## src/rtl/dmem_initiator.sv

```systemverilog
// Single-outstanding load/store initiator for the word-addressed data memory port.
// Optional ack timeout is enabled by defining DMEM_TIMEOUT_EN.
module dmem_initiator #(
    parameter int unsigned ADDR_W         = 8,
    parameter int unsigned TIMEOUT_CYCLES = 255
) (
    input  logic              clk,
    input  logic              reset,
    input  logic              req_valid,
    output logic              req_ready,
    input  logic              req_we,
    input  logic [31:0]       req_addr,
    input  logic [31:0]       req_wdata,
    output logic              resp_valid,
    output logic [31:0]       resp_rdata,
    output logic              resp_err,
    output logic              mem_wr_en,
    output logic [ADDR_W-1:0] mem_addr,
    output logic [31:0]       mem_wr_data,
    input  logic [31:0]       mem_rd_data,
    input  logic              mem_ack
);

    localparam int unsigned DATA_W = 32;

    localparam logic [1:0] IDLE   = 2'd0;
    localparam logic [1:0] ACCESS = 2'd1;
    localparam logic [1:0] RESP   = 2'd2;

    if (TIMEOUT_CYCLES < 1 || TIMEOUT_CYCLES > 65535) begin : g_bad_timeout
        $error("dmem_initiator: TIMEOUT_CYCLES must be in 1..65535");
    end

    logic [1:0]        state, state_nx;
    logic              req_ready_nx;
    logic              resp_valid_nx;
    logic [DATA_W-1:0] resp_rdata_nx;
    logic              resp_err_nx;
    logic              mem_wr_en_nx;
    logic [ADDR_W-1:0] mem_addr_nx;
    logic [DATA_W-1:0] mem_wr_data_nx;
    logic              addr_fault;

`ifdef DMEM_TIMEOUT_EN
    localparam int unsigned CNT_W = 16;
    localparam logic [CNT_W-1:0] CNT_LAST = CNT_W'(TIMEOUT_CYCLES - 1);

    logic [CNT_W-1:0] wait_cnt, wait_cnt_nx;
`endif

    // Misaligned or beyond the memory's word range
    assign addr_fault = (req_addr[1:0] != 2'b00) ||
                        ((req_addr >> (ADDR_W + 2)) != 32'd0);

    always_ff @(posedge clk) begin
        if (reset) begin
            state       <= IDLE;
            req_ready   <= 1'b0;
            resp_valid  <= 1'b0;
            resp_rdata  <= '0;
            resp_err    <= 1'b0;
            mem_wr_en   <= 1'b0;
            mem_addr    <= '0;
            mem_wr_data <= '0;
`ifdef DMEM_TIMEOUT_EN
            wait_cnt    <= '0;
`endif
        end else begin
            state       <= state_nx;
            req_ready   <= req_ready_nx;
            resp_valid  <= resp_valid_nx;
            resp_rdata  <= resp_rdata_nx;
            resp_err    <= resp_err_nx;
            mem_wr_en   <= mem_wr_en_nx;
            mem_addr    <= mem_addr_nx;
            mem_wr_data <= mem_wr_data_nx;
`ifdef DMEM_TIMEOUT_EN
            wait_cnt    <= wait_cnt_nx;
`endif
        end
    end

    // Next state and next registered outputs
    always_comb begin
        state_nx       = state;
        resp_rdata_nx  = resp_rdata;
        resp_err_nx    = resp_err;
        mem_wr_en_nx   = mem_wr_en;
        mem_addr_nx    = mem_addr;
        mem_wr_data_nx = mem_wr_data;
`ifdef DMEM_TIMEOUT_EN
        wait_cnt_nx    = wait_cnt;
`endif

        case (state)
            IDLE: begin
                if (req_valid && req_ready) begin
                    if (addr_fault) begin
                        state_nx      = RESP;
                        resp_err_nx   = 1'b1;
                        resp_rdata_nx = '0;
                    end else begin
                        state_nx       = ACCESS;
                        mem_addr_nx    = req_addr[ADDR_W+1:2];
                        mem_wr_data_nx = req_wdata;
                        mem_wr_en_nx   = req_we;
`ifdef DMEM_TIMEOUT_EN
                        wait_cnt_nx    = '0;
`endif
                    end
                end
            end
            ACCESS: begin
                if (mem_ack) begin
                    state_nx      = RESP;
                    resp_err_nx   = 1'b0;
                    resp_rdata_nx = mem_wr_en ? '0 : mem_rd_data;
                    mem_wr_en_nx  = 1'b0;
                end
`ifdef DMEM_TIMEOUT_EN
                else if (wait_cnt == CNT_LAST) begin
                    state_nx      = RESP;
                    resp_err_nx   = 1'b1;
                    resp_rdata_nx = '0;
                    mem_wr_en_nx  = 1'b0;
                end else begin
                    wait_cnt_nx = wait_cnt + CNT_W'(1);
                end
`endif
            end
            RESP: begin
                state_nx = IDLE;
            end
            default: begin
                state_nx     = IDLE;
                mem_wr_en_nx = 1'b0;
            end
        endcase

        req_ready_nx  = (state_nx == IDLE);
        resp_valid_nx = (state_nx == RESP);
    end

endmodule
```

## config.mk

```make
export PLATFORM = sky130hd
export DESIGN_NAME = dmem_initiator
export DESIGN_NICKNAME = d
export VERILOG_FILES = /design/src/rtl/dmem_initiator.sv
export SDC_FILE = /design/constraint.sdc
export NUM_CORES = 1
export LEC_CHECK = 0
export CORE_ASPECT_RATIO = 2
export CORE_MARGIN = 2
export CORE_UTILIZATION = 44
export CTS_BUF_LIST = sky130_fd_sc_hd__clkbuf_8
export CTS_CLUSTER_SIZE = 12
export DETAILED_ROUTE_END_ITERATION = 12
export GPL_TIMING_DRIVEN = 0
export PLACE_DENSITY_LB_ADDON = 0.08
export SETUP_SLACK_MARGIN = 0.02
export SLEW_MARGIN = 20
export SYNTH_ARGS = -nofsm -noshare
export SYNTH_HDL_FRONTEND = slang
export SYNTH_SLANG_ARGS = --single-unit
```

## constraint.sdc

```tcl
create_clock -name clk -period 2.8 [get_ports clk]
set_input_delay 0.56 -clock clk [delete_from_list [all_inputs] [get_ports clk]]
set_output_delay 0.56 -clock clk [all_outputs]
set_load 0.02 [all_outputs]
```

==> flow_metrics.env <==
export IMPL_htreeDepth=3
export IMPL_routed_via_density=5.56
export IMPL_chipWidth_um=66.1
export IMPL_crit_fanout=10
export IMPL_final_common_cell="clkdlybuf4s50_1"
export IMPL_clk_path_buf_depth=2
export IMPL_max_stage_delay_ps=400
export IMPL_dp_hpwl_um=8390
export IMPL_antenna_found_initial=0
export IMPL_first_pass_iters=4
export IMPL_drt_initial_drc_count=166
export IMPL_worstSetupStartpointType="primary input"
export IMPL_netlist_instances=373
export IMPL_drt_total_wl_um=10900
export IMPL_clkSlewWorstSetupHoldPaths_ps=70
export IMPL_path_cells="clkdlybuf4s50_1 > nor4_1 > and2_1 > clkbuf_1 > clkbuf_1 > nand4_1 > a21oi_1"
export IMPL_numCtsBuffers=9
export IMPL_synth_ff_type="dfxtp_1"
export IMPL_ys_seq_area_share_pct=46.0
export IMPL_final_cell_mix="clkdlybuf4s50_1 (176), dfxtp_1 (78), nand4_1 (40), o31ai_1 (40), a21oi_1 (40)"
export IMPL_hold_viol_final=0
export IMPL_portBuffers=176
export IMPL_grt_pass1_wl_um=17300
export IMPL_ant_nets=0
export IMPL_post_cts_setup_buffers=0
export IMPL_setup_viol=0
export IMPL_track_usage_pct=26.2
export IMPL_drv_cap=0
export IMPL_start_util_pct=45.0
export IMPL_die_y_um=128
export IMPL_drcViolationCount=0
export IMPL_antennaDiodeCount=0
export IMPL_routedWlPerCell_um=16.6
export IMPL_rsz0062_at_grt="no"
export IMPL_crit_path_top_delay_cell="clkdlybuf4s50_1"
export IMPL_synthDistinctLibCells=29
export IMPL_rows=45
export IMPL_dp_cells=643
export IMPL_root_buffer="clkbuf_8"
export IMPL_status="complete, no violations"
export IMPL_worstPathRequired_ps=3080
export IMPL_cp_arrival_ps=2520
export IMPL_hp_class="flip-flop to flip-flop"
export IMPL_peakVddDrop_uv=376
export IMPL_core_area_um2=7540
export IMPL_synth_async_reset_ratio_pct=0
export IMPL_post_cts_resized=0
export IMPL_die_area_um2=8470
export IMPL_power_mw=2.28
export IMPL_worst_slew_margin_rel_pct=61.2
export IMPL_powerDensity_nw_per_um2=415
export IMPL_crit_path_frequent_cell="clkbuf_1"
export IMPL_dpl_instance_area_um2=5270
export IMPL_ios=177
export IMPL_p_leak_nw=1.79
export IMPL_grt_max_degree=13
export IMPL_place_gp_congestion=0.856
export IMPL_crit_type="primary input to flip-flop"
export IMPL_clk_latency_ps=350
export IMPL_drive_gt1_share_pct=10.1
export IMPL_syn_cell_area_um2=3390
export IMPL_syn_to_final_growth_pct=61.7
export IMPL_design_area_um2=5490
export IMPL_cts_tree="built"
export IMPL_finalNonFillerCells=659
export IMPL_ys_ff_latch=78
export IMPL_vias=3664
export IMPL_gr_total_overflow=0
export IMPL_avgSynthCellArea_um2=9.10
export IMPL_fin_skew_ps=6.46
export IMPL_post_route_min_period_ps=2250
export IMPL_hold_buffers=0
export IMPL_drv_slew=0
export IMPL_yosysWarnings=0
export IMPL_fmax_mhz=445
export IMPL_syn_num_nets=474
export IMPL_tns_ps=0
export IMPL_cts_num_sinks=78
export IMPL_grt_pass1_vias=3785
export IMPL_tightest_slew_ps=581
export IMPL_period_share_pct=80.2
export IMPL_end_kind="flip-flop"
export IMPL_post_route_util_pct=72.7
export IMPL_synth_edf_count=0
export IMPL_layout_nets=661
-- per-stage QoR --
step | hold WS, ps | worst slack, ps
floorplan | 513 | 902
global placement | 454 | 243
detailed placement | 461 | 174
CTS | 474 | 544
global route | 497 | 389
finish | 473 | 553
-- kinds of logic (layout without fill, tap and decap cells) --
group | Yosys count | count (layout) | synth area share, %
buffers and inverters | 46 | 238 | 5.90
AOI/OAI and AO/OA | 120 | 120 | 24.9
DFF | 78 | 78 | 46.0
and+or+nand+nor | 129 | 129 | 23.2
-- critical path: cells and delay by family --
kind / cells / cell delay, ps
buf+inv: 3 / 1070
simple gates: 3 / 720
compound gates: 1 / 170
-- layout make-up --
type                       instances  area, µm²
timing repair buffer             176       1760
multi-input combinational        249       1630
tap                               94        118
clock inverter                     6       77.6
inverter                           2       7.51
sequential                        78       1560
buffer                            44        193
clock buffer                      10        138
fill                             629       2060
-- power by group --
group,total (mW),switching (mW),internal (mW)
logic,0.252,0.0992,0.152
clock network,0.912,0.395,0.517
registers,1.11,0.00190,1.11
total,2.28,0.496,1.78
-- state kept, by name, summed over array words and instances (netlist names) --
name / count
mem_addr: 8
req_ready: 1
mem_wr_data: 32
resp_rdata: 32
resp_err: 1
mem_wr_en: 1
resp_valid: 1
state: 2
-- metal layers --
metal  part of all wire, %  vias up  track usage (%)
li1                      -     1770                -
met1                    34     1695             24.9
met2                    55      160             47.8
met3                   6.1       39             6.41
met4                   5.2        0             16.7
met5                     0        -                0
-- path summary, 6_finish.rpt --
path	from	end	slack (ps)	cells past startpoint
min reg2reg	resp_err	resp_err	470	2
min	resp_err	resp_err	470	2
max reg2reg	state[0]	resp_rdata[28]	860	5
max	req_addr[13]	mem_wr_data[27]	550	7
-- cell usage after synthesis (2+ instances only) --
cell      count  share of area, %
nor4_2        4               1.5
nand2_1       2              0.22
o21ai_2      30               7.7
nand4_1      40               7.4
o31ai_1      40               8.8
o21ai_0       4              0.59
buf_2         4              0.59
a21oi_1      40               5.9
dfxtp_1      78                46
inv_1         2              0.22
clkbuf_1     37               4.1
and2_1        3              0.55
nand2b_1     32               5.9
nand3_1      34               5.0
nor4_1        2              0.37
buf_6         3               1.0
nor2b_1       2              0.37
nor2_1        5              0.55
No activity file was read; power rests on OpenSTA's default activity.
